`src/rtl/ahb_pkg.sv`:
```
// Shared AHB protocol types and helpers for the bus fabric.
// Bus-width parameters live with the global definitions, not here.
package ahb_pkg;

  typedef enum logic [1:0] {
    HTRANS_IDLE   = 2'b00,
    HTRANS_BUSY   = 2'b01,
    HTRANS_NONSEQ = 2'b10,
    HTRANS_SEQ    = 2'b11
  } htrans_e;

  typedef enum logic [2:0] {
    HBURST_SINGLE = 3'b000,
    HBURST_INCR   = 3'b001,
    HBURST_WRAP4  = 3'b010,
    HBURST_INCR4  = 3'b011,
    HBURST_WRAP8  = 3'b100,
    HBURST_INCR8  = 3'b101,
    HBURST_WRAP16 = 3'b110,
    HBURST_INCR16 = 3'b111
  } hburst_e;

  typedef enum logic [1:0] {
    ARB_PARK,
    ARB_BURST,
    ARB_LOCKED
  } arb_state_e;

  // Undefined-length INCR is arbitrated beat by beat, so it counts as 1.
  function automatic logic [4:0] burst_len(input logic [2:0] b);
    case (b)
      HBURST_SINGLE, HBURST_INCR:  burst_len = 5'd1;
      HBURST_WRAP4,  HBURST_INCR4: burst_len = 5'd4;
      HBURST_WRAP8,  HBURST_INCR8: burst_len = 5'd8;
      default:                     burst_len = 5'd16;
    endcase
  endfunction

endpackage

```
`src/rtl/rr_pick.sv`:
```
// Combinational round-robin picker: first requester above `last`, wrapping.
// `last` itself is scanned last, so a lone owner keeps the bus.
module rr_pick #(
  parameter int MASTER_NUM = 4,
  parameter int MIDX_W     = $clog2(MASTER_NUM)
) (
  input  logic [MASTER_NUM-1:0] req,
  input  logic [MIDX_W-1:0]     last,
  output logic [MASTER_NUM-1:0] win,
  output logic                  valid
);
  logic [MIDX_W:0] idx;

  always_comb begin
    win   = '0;
    valid = 1'b0;
    idx   = '0;
    for (int i = 1; i <= MASTER_NUM; i++) begin
      idx = {1'b0, last} + (MIDX_W+1)'(i);
      if (idx >= (MIDX_W+1)'(MASTER_NUM)) idx = idx - (MIDX_W+1)'(MASTER_NUM);
      if (!valid && req[idx[MIDX_W-1:0]]) begin
        win[idx[MIDX_W-1:0]] = 1'b1;
        valid                = 1'b1;
      end
    end
  end
endmodule

```
`src/rtl/ahb_arbiter.sv`:
```
// Round-robin AHB arbiter: one-hot grant held across fixed bursts and locked
// sequences, plus registered address/data-phase owner indices.
module ahb_arbiter
  import ahb_pkg::*;
#(
  parameter int MASTER_NUM = 4,
  parameter int MIDX_W     = $clog2(MASTER_NUM)
) (
  input  logic                  clk,
  input  logic                  rst,
  input  logic [MASTER_NUM-1:0] req,
  input  logic [MASTER_NUM-1:0] lock,
  input  logic [1:0]            trans,
  input  logic [2:0]            burst,
  input  logic                  ready,
  output logic [MASTER_NUM-1:0] grant,
  output logic [MIDX_W-1:0]     master_addr,
  output logic [MIDX_W-1:0]     master_data,
  output logic                  master_lock
);
  arb_state_e            state;
  logic [4:0]            remain;
  logic [MIDX_W-1:0]     gidx;
  logic [MASTER_NUM-1:0] win;
  logic                  win_vld;
  logic                  beat, last_beat, owner_lock, owner_on_bus, arb_pt;
  logic [4:0]            eff;

  always_comb begin
    gidx = '0;
    for (int i = 0; i < MASTER_NUM; i++)
      if (grant[i]) gidx = MIDX_W'(i);
  end

  rr_pick #(.MASTER_NUM(MASTER_NUM), .MIDX_W(MIDX_W)) u_pick (
    .req   (req),
    .last  (gidx),
    .win   (win),
    .valid (win_vld)
  );

  // A NONSEQ beat counts against the length it is loading, so SINGLE is
  // its own last beat.
  assign beat       = (trans == HTRANS_NONSEQ) || (trans == HTRANS_SEQ);
  assign eff        = (trans == HTRANS_NONSEQ) ? burst_len(burst) : remain;
  assign last_beat  = beat && (eff == 5'd1);
  assign owner_lock = lock[gidx];

  // Until the grantee reaches the address phase, trans still belongs to the
  // previous owner and must not end the new tenure.
  assign owner_on_bus = (master_addr == gidx);
  assign arb_pt = !owner_lock &&
                  ((state == ARB_PARK) ||
                   (owner_on_bus && ((trans == HTRANS_IDLE) || last_beat)));

  always_ff @(posedge clk) begin
    if (rst) begin
      grant       <= MASTER_NUM'(1);
      master_addr <= '0;
      master_data <= '0;
      master_lock <= 1'b0;
      state       <= ARB_PARK;
      remain      <= '0;
    end else if (ready) begin
      master_addr <= gidx;
      master_data <= master_addr;
      master_lock <= owner_lock;
      if (beat) remain <= (eff == 5'd0) ? 5'd0 : eff - 5'd1;
      if (owner_lock) begin
        state <= ARB_LOCKED;
      end else if (arb_pt) begin
        if (win_vld) begin
          grant <= win;
          state <= ARB_BURST;
        end else begin
          grant <= MASTER_NUM'(1);
          state <= ARB_PARK;
        end
      end else if (state == ARB_LOCKED) begin
        state <= ARB_BURST;
      end
    end
  end
endmodule

```
`config.mk`:
```
export PLATFORM = sky130hd
export DESIGN_NAME = ahb_arbiter
export DESIGN_NICKNAME = d
export VERILOG_FILES = /design/src/rtl/ahb_pkg.sv /design/src/rtl/rr_pick.sv /design/src/rtl/ahb_arbiter.sv
export SDC_FILE = /design/constraint.sdc
export NUM_CORES = 1
export LEC_CHECK = 0
export CAP_MARGIN = 20
export CORE_ASPECT_RATIO = 0.75
export CORE_MARGIN = 4
export CORE_UTILIZATION = 60
export DETAILED_ROUTE_END_ITERATION = 10
export DONT_BUFFER_PORTS = 1
export GPL_ROUTABILITY_DRIVEN = 0
export PLACE_DENSITY_LB_ADDON = 0.15
export SYNTH_ARGS = -nofsm -noshare
export SYNTH_HDL_FRONTEND = slang
export SYNTH_SLANG_ARGS = --single-unit
```
`constraint.sdc`:
```
create_clock -name clk -period 4.35 [get_ports clk]
set_input_delay 0.87 -clock clk [delete_from_list [all_inputs] [get_ports clk]]
set_output_delay 0.87 -clock clk [all_outputs]
set_load 0.01 [all_outputs]
```
After elaboration in Yosys (flattened, before gate mapping). Index checks and enable logic that the tools add are counted.

Add/sub/neg operators: 9. Magnitude comparators: 13. Equality and inequality tests: 10. Muxes and demuxes: 41. Bitwise logic cells: 4. Reduce and logical (&&, ||, !) cells: 28.

Operator list (count): $mux W4 (5); $mux W2 (9); $lt A2 B3 Y1 const B (5); $mux W1 (15); $pmux W5 S3 (1); $ge A3 B3 Y1 const B (4); $or A4 B4 Y4 (3); $bmux W1 S2 (5); $logic_and A1 B1 Y1 (10); $mux W5 (2); $demux W1 S2 (4); $ge A2 B1 Y1 const B (4); $sub A2 B1 Y2 const B (4); $add A2 B2 Y3 const B (2); $eq A2 B2 Y1 const B (3); $eq A3 B2 Y1 const B (2); $eq A3 B3 Y1 const B (2); $reduce_or A2 Y1 (3); $eq A5 B1 Y1 const B (1); $logic_not A5 Y1 (1); $sub A5 B1 Y5 const B (1); $logic_not A1 Y1 (4); $logic_not A2 Y1 (2); $reduce_and A2 Y1 (2); other kinds (9) (11).

Register bits: 16. Input port bits: 16. Output and inout bits: 9. Logic and storage cells: 111.

Longest topological paths before layout. Gate-level depths: netlist of the first run.

Depth in word-level cells: 21. Mapped depth: 11. Mapped depth without buffers: 11.

Modules after synthesis. Synthesis of the first run repeated with hierarchy kept, for this count alone.

Cell total of the unflattened synthesis: 159. Area, all modules: 1361.3 um^2.

Modules (own cells, without submodules): ahb_arbiter (times used 1, cells each 111, area an instance 945.9 um^2, sequential area each 320.3 um^2); rr_pick (times used 1, cells each 48, area an instance 415.4 um^2, sequential area each 0.0 um^2).

Worst setup path after synthesis of the first run. Ideal clock, no wire load.

Kind: input port to flip-flop. Start point: input trans[0]. End point: register grant[0]. Setup time: 0.129 ns. Data arrival time: 2.737 ns. Required time: 4.221 ns. Path slack: 1.485 ns. Stages: 11. Buffers on the path: 1. Path through: nand2b_1 -> clkbuf_1 -> a21oi_1 -> inv_1 -> ha_1 -> nand2b_1 -> o22a_1 -> a221o_1 -> a21o_1 -> a2111oi_2 -> a21oi_1.

Longest elaborated chain between the ends: 9. Elaborated cells between the ends (all ways): 12. Those cells by class: eq/ne: 3; mux: 1; reduce/logical: 8.

RTL lines: from (decl) (RTL line ahb_arbiter.sv:13) `input logic [1:0] trans,`; $eq A2 B2 Y1 (RTL line ahb_arbiter.sv:44, ahb_arbiter.sv:45); $mux W5 (RTL line ahb_arbiter.sv:45) `assign eff = (trans == HTRANS_NONSEQ) ? burst_len(burst) : remain;`; $eq A5 B1 Y1 (RTL line ahb_arbiter.sv:46) `assign last_beat = beat && (eff == 5'd1);`; $logic_and A1 B1 Y1 (RTL line ahb_arbiter.sv:46); $logic_or A1 B1 Y1 * (RTL line ahb_arbiter.sv:54) `(owner_on_bus && ((trans == HTRANS_IDLE) || last_beat)));`; $logic_and A1 B1 Y1 * (RTL line ahb_arbiter.sv:54); $logic_or A1 B1 Y1 * (RTL line ahb_arbiter.sv:53) `((state == ARB_PARK) ||`; $logic_and A1 B1 Y1 * (RTL line ahb_arbiter.sv:52) `assign arb_pt = !owner_lock &&`; $reduce_and A3 Y1 (no source line) *; to (signal assigned) (RTL line ahb_arbiter.sv:73) `grant <= win;`; to (decl) (RTL line ahb_arbiter.sv:16) `output logic [MASTER_NUM-1:0] grant,`.

Every way passes the cells marked *; elsewhere a longest branch is shown, timed or not. A chain may end at the register's enable or synchronous reset.

Final worst setup path of the first run.
Start point: register grant[2]. End point: register grant[3].

Longest elaborated chain between the ends: 18. Elaborated cells between the ends (all ways): 73. Those cells by class: add/sub: 8; order compare: 12; eq/ne: 1; mux: 33; bitwise: 4; reduce/logical: 15.

RTL lines: $mux W2 * (2 in a row) (RTL line ahb_arbiter.sv:32) `if (grant[i]) gidx = MIDX_W'(i);`; net gidx[0] (RTL line ahb_arbiter.sv:23) `logic [MIDX_W-1:0] gidx;`; branches (longest 16 deep; another with $add A2 B1 Y3).

Mark *: on every way through the listed nets, which the timed path passes. The select of a mux whose other input is x is not followed.

==> results of run 1 <==
registers in the layout (all words and copies together), names as in the netlist:
name	flops
master_data	2
master_lock	1
state	2
master_addr	2
remain	5
grant	4
layer usage:
metal	share of wire (%)	up-vias
met2	43	61
met1	45	584
met5	0	-
met4	1.2	0
li1	-	632
met3	11	4
critical path: stages, from the launching register on:
cell and delay (ps):
dfxtp_1 670, inv_4 120, a21oi_4 310, inv_1 150
ha_1 410, nand2b_1 120, o21ai_0 70, mux2i_1 310
nor3_1 80, a2111oi_0 460, o21ai_1 130
power by group through the flow:
stage | combinational, mW | sequential (mW) | clock (mW)
after floorplan | 0.246 | 0.189 | 0
after global placement | 0.255 | 0.212 | 0
after detailed placement | 0.265 | 0.214 | 0
after CTS | 0.267 | 0.210 | 0.100
after global routing | 0.303 | 0.214 | 0.111
final | 0.271 | 0.211 | 0.0995
per-stage QoR:
stage | instances | hold WS (ps) | total power, mW | util [%]
global route | 196 | 508 | 0.628 | 67.1
finish | 196 | 491 | 0.582 | 67.1
global placement | 192 | 457 | 0.467 | 65.4
floorplan | 179 | 455 | 0.435 | -
CTS | 196 | 493 | 0.577 | 67.1
detailed placement | 192 | 480 | 0.478 | 65.4
path summary, 6_finish.rpt:
check	start	to	slack, ps	depth (start not counted)
worst max register to register	grant[2]	grant[3]	1420	10
worst min register to register	state[1]	state[1]	490	2
worst max-delay path	grant[2]	grant[3]	1420	10
worst min-delay path	state[1]	state[1]	490	2
cells in the final DEF (no fill, tap or decap), types with 5 or more instances in the layout:
| master | Yosys | final |
|---|---|---|
| a211oi_1 | 5 | 5 |
| a21oi_1 | 9 | 9 |
| dfxtp_1 | 16 | 16 |
| ha_1 | 11 | 11 |
| inv_1 | 13 | 13 |
| mux2i_1 | 7 | 7 |
| nand2_1 | 8 | 8 |
| nand2b_1 | 5 | 5 |
| nand3b_1 | 5 | 5 |
| nor2_1 | 17 | 17 |
| nor3_1 | 8 | 8 |
| o21ai_0 | 14 | 14 |
cell type report:
type / instances / share of cell area (%)
tap: 24 / 2.13
clock buffer: 4 / 2.57
sequential: 16 / 22.7
inverter: 14 / 3.90
multi-input combinational: 138 / 68.7
cells by family (layout without fill, tap and decap cells):
kind of cell	after synthesis	count (layout)	share of synthesized area (%)
flops	16	16	22.9
compound gates	55	55	27.2
mux	9	9	7.44
buf+inv	25	18	7.62
simple gates	61	61	23.7
fa+ha+maj	11	11	9.86
xor+xnor	2	2	1.25
==> qor_table.md, run 1 <==
| Parameter | Value | Unit |
|---|---|---|
| Status | finished clean | - |
| Clk sink count | 16 | - |
| Inserted Clock Buffers | 3 | - |
| Number of inserted diodes | 0 | - |
| Portion of total power attributed to the clock network | 17.1 | % |
| Worst Setup Slack, final | 1420 | ps |
| Average via count per standard cell | 6.54 | - |
| Total global-route track usage | 20.9 | % |
| Portion of the post-synthesis area used by sequential elements | 22.9 | % |
| Net Sw Frac | 42.8 | % |
| Type of the worst min-delay path | register to register | - |
| Area of combinational cells with multiple inputs | 970 | µm² |
| Kind of end point of the critical path | register | - |
| Starting Density | 66.4 | % |
| Number of nets in the synthesized netlist | 206 | - |
| CTS tree | done | - |
| Sequential fraction of design power | 36.3 | % |
| Filler instances | 174 | - |
| Library cells used by synthesis | 51 | - |
| Global-route wire length before repair | 5.23 | mm |
| Gate count of the mapped netlist | 179 | - |
| Actual slew at the worst max-slew pin | 709 | ps |
| Yosys warning count | 0 | - |
| Maximum clock frequency | 0.341 | GHz |
| Met1 usage | 29.4 | % |
| Sequential cell area in the final layout | 320 | µm² |
| Total leakage power | 0.566 | nW |
| Shortest period the worst path allows | 2930 | ps |
| Number of pins exceeding their max-slew limit in the final report | 0 | - |
| Combinational group share of total power | 46.6 | % |
| Count of endpoints failing setup in the final report | 0 | - |
| Clock root buffer master | clkbuf_4 | - |
| Unrepaired setup endpoints after global routing | no | - |
| Post-synthesis async set-or-reset flop share | 0 | % |
| DRC errors left | 0 | - |
| Routed WL | 3.21 | mm |
| Standard-cell rows | 14 | - |
| Place WS | 1250 | ps |
| Clock latency on the worst-skew pair | 290 | ps |
| Critical path data arrival time | 3110 | ps |
| Vias in the first global route | 1084 | - |
| Most numerous cell in the Yosys netlist | nor2_1 | - |
| Post-detailed-placement half-perimeter wirelength | 2.45 | mm |
| Buffer depth of the longest clock path | 2 | - |
| Remaining max-slew budget at the tightest pin | 52.1 | % |
| Top cell types by occurrence after synthesis | nor2_1, dfxtp_1, o21ai_0, inv_1, ha_1 | - |
| Most used DFF post-synth | dfxtp_1 | - |
| Final global-route overflow total | 0 | - |
| Power spent charging and discharging nets | 0.249 | mW |
| Critical path fanouts, max | 11 | - |
| Final critical-path share of the clock period | 67.4 | % |
| Maximum number of pins on one net before global-route repair | 20 | - |
| Die Span X | 63.7 | µm |
| Core footprint | 0.00210 | mm² |
| Number of enable flip-flop cells after synthesis | 0 | - |
| Initial DRC Count | 125 | - |
| Synthesized cell area | 0.00140 | mm² |
| Most used routing layer | met2 | - |
| Cell area power density | 412 | mW/mm² |
| Share of post-route cells with drive strength above 1 | 6.40 | % |
| Die area | 0.00317 | mm² |
| Final-layout setup total negative slack | 0 | ps |
| Top-Level Pins | 25 | - |
| Final Instance Area | 0.00141 | mm² |
| Type of the setup path with the least slack | register to register | - |
| Proportion of netlist area held by the largest area contributor | 22.9 | % |
| Max Clock Skew | 3.17 | ps |
| Max_cap viols | 0 | - |
| Met3 track demand over resource in global routing | 6.59 | % |
| Global routing usage on met2 | 30.7 | % |
| Quantity of gates resized following cts | 0 | - |
| Total cell area at the placement stage | 0.00138 | mm² |
| Final hold violation count | 0 | - |
| Die height | 49.8 | µm |
| Number of nets with antenna violations after routing | 0 | - |
| Clock transition time at the flip-flop clock pins of the worst setup and hold paths | 100 | ps |
| Routed via count | 1281 | - |
| Most area-hungry cell type in the Yosys netlist | dfxtp_1 | - |
| Worst endpoint required time | 4520 | ps |
| Number of buffers inserted by port buffering | 0 | - |
| Synth Register Bits | 16 | - |
| Type of element launching the critical path | register | - |
| Synthesis-to-layout area growth | 1.08 | % |
| Number of antenna violations at the first check in global routing | 0 | - |
| Worst vdd ir | 0.208 | mV |
| Detailed Routing Iterations Pass 1 | 4 | - |
| Dominant cells by area after synthesis | dfxtp_1, ha_1, mux2i_1 | - |
| Nets@finish | 200 | - |
| Post-CTS Hold Buffers | 0 | - |
| Post-CTS setup repair buffer count | 0 | - |
| Mean area per synthesized cell | 7.80 | µm² |
| Internal power | 0.333 | mW |
| Maximum level of the CTS H-tree | 1 | - |
| Wire length per cell | 16.4 | µm |
No activity file was read; power rests on OpenSTA's default activity.
==> run 2: changes to the inputs <==
==> constraint.sdc (replaced) <==
create_clock -name clk -period 2.8 [get_ports clk]
set_input_delay 0.56 -clock clk [delete_from_list [all_inputs] [get_ports clk]]
set_output_delay 0.56 -clock clk [all_outputs]
set_load 0.01 [all_outputs]
==> run 2 against run 1 <==
Net effect:
- non-clock buffer count rose by 7
- sequential power rose by 49%
- cell area grew 3.8%
==> qor_table.md, run 2 (synthesis gave the netlist of run 1 again) <==
| Parameter | Value | Unit |
|---|---|---|
| Actual slew at the worst max-slew pin | 718 | ps |
| Vias in the first global route | 1190 | - |
| Regs by FF count | remain x5, grant x4 | - |
| Clk sink count | 16 | - |
| Buffer depth of the longest clock path | 2 | - |
| Maximum single-stage delay on the critical path | 470 | ps |
| Total global-route track usage | 21.4 | % |
| CTS tree | done | - |
| Cell area power density | 640 | mW/mm² |
| Final-layout setup total negative slack | 0 | ps |
| Inserted Clock Buffers | 3 | - |
| Clock latency on the worst-skew pair | 280 | ps |
| Average via count per standard cell | 6.62 | - |
| Most frequent cells in the layout | nor2_1, dfxtp_1, o21ai_0 | - |
| Core footprint | 0.00210 | mm² |
| Synthesis-to-layout area growth | 4.93 | % |
| Max Clock Skew | 3.42 | ps |
| Critical path fanouts, max | 7 | - |
| Number of antenna violations at the first check in global routing | 0 | - |
| Type of the worst min-delay path | input port to register | - |
| Maximum clock frequency | 0.409 | GHz |
| Final Instance Area | 0.00147 | mm² |
| Wire length per cell | 16.3 | µm |
| Top-Level Pins | 25 | - |
| Total leakage power | 0.600 | nW |
| Type of the setup path with the least slack | register to register | - |
| Share of post-route cells with drive strength above 1 | 10.6 | % |
| Nets@finish | 207 | - |
| Worst endpoint required time | 2960 | ps |
| Die height | 49.8 | µm |
| Routed via count | 1344 | - |
| Worst vdd ir | 0.363 | mV |
| Count of endpoints failing setup in the final report | 0 | - |
| Number of pins exceeding their max-slew limit in the final report | 0 | - |
| Clock transition time at the flip-flop clock pins of the worst setup and hold paths | 90 | ps |
| Initial DRC Count | 164 | - |
| Remaining max-slew budget at the tightest pin | 51.5 | % |
| Commonest non-fill, non-tap cell in the layout | nor2_1 | - |
| Routed WL | 3.30 | mm |
| Global-route wire length before repair | 5.51 | mm |
| Maximum number of pins on one net before global-route repair | 20 | - |
| Post-CTS setup repair buffer count | 0 | - |
| Number of buffers inserted by port buffering | 0 | - |
| Die area | 0.00317 | mm² |
| Final hold violation count | 0 | - |
| CP cell instances | inv_4 > a21oi_4 > inv_1 > ha_1 > nand2b_1 > o21ai_0 > mux2i_1 > nor3_1 > a2111oi_0 > o21ai_1 | - |
| Critical path data arrival time | 2610 | ps |
| Unrepaired setup endpoints after global routing | no | - |
| Final critical-path share of the clock period | 87.4 | % |
| Clock root buffer master | clkbuf_4 | - |
| Status | finished clean | - |
| Max stage delay cell, worst path | dfxtp_2 | - |
| Max_cap viols | 0 | - |
| Standard-cell rows | 14 | - |
| Total cell area at the placement stage | 0.00143 | mm² |
| Type of element launching the critical path | register | - |
| Detailed Routing Iterations Pass 1 | 4 | - |
| DRC errors left | 0 | - |
| Number of nets with antenna violations after routing | 0 | - |
| Die Span X | 63.7 | µm |
| Post-detailed-placement half-perimeter wirelength | 2.55 | mm |
| Starting Density | 66.4 | % |
| Flip-flop count of the largest register after layout | 5 | - |
| Final global-route overflow total | 0 | - |
| Power, Total | 0.937 | mW |
| Filler instances | 174 | - |
| Number of inserted diodes | 0 | - |
| Maximum level of the CTS H-tree | 1 | - |
| Post-CTS Hold Buffers | 0 | - |
| Register name with the most flops | remain | - |
| Kind of end point of the critical path | register | - |
| Shortest period the worst path allows | 2450 | ps |
run 2: final timing paths:
path              cells past startpoint  slack [ps]     start              to
setup reg to reg                     10         350  grant[2]        grant[3]
hold reg to reg                       2         480  state[0]        state[0]
setup / recovery                     10         350  grant[2]        grant[3]
hold / removal                        1         340       rst  master_data[0]
run 2: worst max-delay path, delay by kind of cell (launching register included):
kind,cells,cell delay [ps]
fa+ha+maj,1,380
flops,1,470
compound gates,4,730
simple gates,2,200
buf+inv,2,210
mux,1,330
run 2: metrics by stage:
stage | hold WS [ps] | util, % | instances | setup slack (ps)
4_1_cts | 332 | 69.6 | 203 | 206
3_5_place_dp | 473 | 67.9 | 199 | 108
2_1_floorplan | 455 | - | 179 | 245
6_report | 340 | 69.7 | 203 | 353
3_3_place_gp | 458 | 67.9 | 199 | 143
5_1_grt | 309 | 69.7 | 203 | 138
run 2: what timing repair did:
action | CTS | global route
setup endpoints to repair | 0 | 1
gates resized for setup | 0 | 1
endpoints found under the hold margin | 0 | 0
run 2: where the power goes:
group          internal (mW)  switching (mW)  total [mW]  leakage (nW)
clock network         0.0791          0.0689       0.148        0.0210
registers              0.259          0.0564       0.315         0.132
logic                  0.207           0.266       0.474         0.447
total                  0.545           0.392       0.937         0.600
run 2: cell type report:
cell class	count	area (µm²)	share of cell area, %
inverter	14	55.1	3.76
multi-input combinational	138	970	66.2
timing repair buffer	7	52.6	3.59
clock buffer	4	36.3	2.48
sequential	16	322	21.9
tap	24	30.0	2.05
run 2: routing by layer:
metal / share of wire, % / wire (µm) / vias up / track usage [%]
met2: 41 / 1370 / 66 / 30.5
met4: 1.2 / 41 / 0 / 3.94
li1: - / - / 651 / -
met3: 10 / 332 / 7 / 6.14
met5: 0 / 0 / - / 0
met1: 47 / 1560 / 620 / 31.6
==> run 3: changes to the inputs <==
--- a/config.mk
+++ b/config.mk
@@ -12,7 +12,9 @@
 export DETAILED_ROUTE_END_ITERATION = 10
 export DONT_BUFFER_PORTS = 1
 export GPL_ROUTABILITY_DRIVEN = 0
+export GPL_TIMING_DRIVEN = 0
 export PLACE_DENSITY_LB_ADDON = 0.15
+export SLEW_MARGIN = 20
 export SYNTH_ARGS = -nofsm -noshare
 export SYNTH_HDL_FRONTEND = slang
 export SYNTH_SLANG_ARGS = --single-unit
==> run 3 against run 2 <==
Net effect:
- clock power grew 6%
- critical path depth grew 1
- combinational power grew 11%
- fmax shrank 8.6%
- total power grew 5.1%
- via count grew 3.2%
- sequential power shrank 5%
- die area is the same
- sequential share of layout area shrank 0.58 points
- core utilization grew 1.6 points
- critical path type unchanged
- critical endpoint is now grant[1]
- largest power group unchanged
- highest routed layer unchanged
==> qor_table.md, run 3 (synthesis gave the netlist of run 1 again) <==
| Parameter | Value | Unit |
|---|---|---|
| Shortest period the worst path allows | 2680 | ps |
| Count of endpoints failing setup in the final report | 0 | - |
| Final critical-path share of the clock period | 95.6 | % |
| Worst endpoint required time | 2980 | ps |
| Die height | 49.8 | µm |
| HP Start | trans[1] | - |
| CTS tree | done | - |
| Total cell area at the placement stage | 0.00143 | mm² |
| Clock transition time at the flip-flop clock pins of the worst setup and hold paths | 100 | ps |
| Worst hold endpoint | remain[4] | - |
| Actual slew at the worst max-slew pin | 708 | ps |
| Clock root buffer master | clkbuf_4 | - |
| Number of nets with antenna violations after routing | 0 | - |
| Final global-route overflow total | 0 | - |
| Initial DRC Count | 164 | - |
| Max Clock Skew | 5.38 | ps |
| Final Instance Area | 0.00150 | mm² |
| Routed via count | 1387 | - |
| Final hold violation count | 0 | - |
| Maximum number of pins on one net before global-route repair | 11 | - |
| Routed WL | 3.47 | mm |
| Clock latency on the worst-skew pair | 290 | ps |
| Post-CTS Hold Buffers | 0 | - |
| Critical path fanouts, max | 10 | - |
| Register name with the most flops | remain | - |
| Number of pins exceeding their max-slew limit in the final report | 0 | - |
| Maximum level of the CTS H-tree | 1 | - |
| Inserted Clock Buffers | 3 | - |
| Synthesis-to-layout area growth | 7.35 | % |
| Nets@finish | 213 | - |
| Filler instances | 174 | - |
| Hold depth | 1 | - |
| Core footprint | 0.00210 | mm² |
| Type of the worst min-delay path | input port to register | - |
| DRC errors left | 0 | - |
| Type of element launching the critical path | register | - |
| Most frequent cells in the layout | nor2_1, dfxtp_1, o21ai_0 | - |
| Average via count per standard cell | 6.64 | - |
| Inst Count DP | 203 | - |
| Global-route wire length before repair | 5.73 | mm |
| RR Startpoint | grant[2] | - |
| Buffer depth of the longest clock path | 2 | - |
| Flip-flop count of the largest register after layout | 5 | - |
| Share of post-route cells with drive strength above 1 | 11.4 | % |
| Kind of end point of the critical path | register | - |
| Number of antenna violations at the first check in global routing | 0 | - |
| Place WS | -141 | ps |
| Worst Setup Slack, final | 122 | ps |
| Die area | 0.00317 | mm² |
| Clk sink count | 16 | - |
| Capture point of the worst reg-to-reg path | grant[1] | - |
| Cell area power density | 657 | mW/mm² |
| Max_cap viols | 0 | - |
| Remaining max-slew budget at the tightest pin | 52.2 | % |
| Status | finished clean | - |
| Vias in the first global route | 1210 | - |
| Number of inserted diodes | 0 | - |
| Post-detailed-placement half-perimeter wirelength | 2.67 | mm |
| Total leakage power | 0.608 | nW |
| Maximum clock frequency | 0.373 | GHz |
| Total global-route track usage | 22.2 | % |
| Register-to-Register Path Depth | 11 | - |
| Worst R2R Setup Slack | 120 | ps |
| Non-filler cells in the finished layout | 209 | - |
| Number of buffers inserted by port buffering | 0 | - |
| Starting Density | 66.4 | % |
| Top-Level Pins | 25 | - |
| Unrepaired setup endpoints after global routing | no | - |
| Die Span X | 63.7 | µm |
| Detailed Routing Iterations Pass 1 | 5 | - |
| Worst vdd ir | 0.354 | mV |
| Critical path data arrival time | 2860 | ps |
| Regs by FF count | remain x5, grant x4 | - |
| Type of the setup path with the least slack | register to register | - |
| Standard-cell rows | 14 | - |
| Wire length per cell | 16.6 | µm |
| Worst hold margin | 374 | ps |
run 3: cell count changes in the layout (fill, tap and decap cells not counted), moves of 2 or more:
cell,delta
a2111oi_0,-2
buf_1,+2
buf_2,+2
buf_4,-3
clkbuf_1,+4
run 3: area by class of cell:
class / instances / area, µm² / area share [%]
multi-input cells: 138 / 990 / 66.0
flip-flops and latches: 16 / 320 / 21.4
inverters: 14 / 55.1 / 3.67
plain buffers: 11 / 52.6 / 3.51
repair buffers: 2 / 15.0 / 1.00
well taps: 24 / 30.0 / 2.00
clock buffers: 4 / 36.3 / 2.42
run 3: worst max-delay path by stage:
stage,from,to,slack [ps]
after global routing,grant[2],grant[1],50
after CTS,grant[2],grant[1],10
after floorplan,trans[0],grant[0],240
after global placement,trans[0],grant[0],3
after detailed placement,grant[3],grant[3],-140
final,grant[2],grant[1],120
run 3: timing repair:
| action | 4_1_cts | 5_1_grt |
|---|---|---|
| buffers inserted | 0 | 2 |
| resized for setup | 2 | 6 |
| pin swaps | 0 | 1 |
| endpoints found under the hold margin | 0 | 0 |
| setup endpoints to repair | 2 | 4 |
run 3: worst max-delay path, cell delays in order (launching register included):
cell,delay [ps]
dfxtp_1,400
buf_4,210
inv_4,80
a21oi_4,210
inv_1,120
ha_1,380
nand3b_1,110
o21ai_0,100
mux2i_1,300
nor3_1,100
a2111oi_1,430
o21ai_1,110
run 3: report_power, final:
part	leakage [nW]	switching [mW]	internal [mW]
clock	0.0210	0.0775	0.0792
combinational	0.456	0.307	0.221
sequential	0.131	0.0420	0.258
run 3: routing by layer:
layer | vias to the layer above | part of all wire, % | track usage [%]
met5 | - | 0 | 0
met4 | 0 | 0.26 | 1.79
met1 | 653 | 45 | 32.4
met3 | 2 | 9.6 | 6.82
met2 | 67 | 45 | 33.3
li1 | 665 | - | -
run 3: through the flow:
step                total power, mW  util, %  setup TNS (ps)
global route                   1.06     71.3               0
floorplan                     0.677        -               0
detailed placement            0.782     67.9            -333
CTS                           0.941     69.8               0
global placement              0.758     67.9               0
finish                        0.984     71.3               0
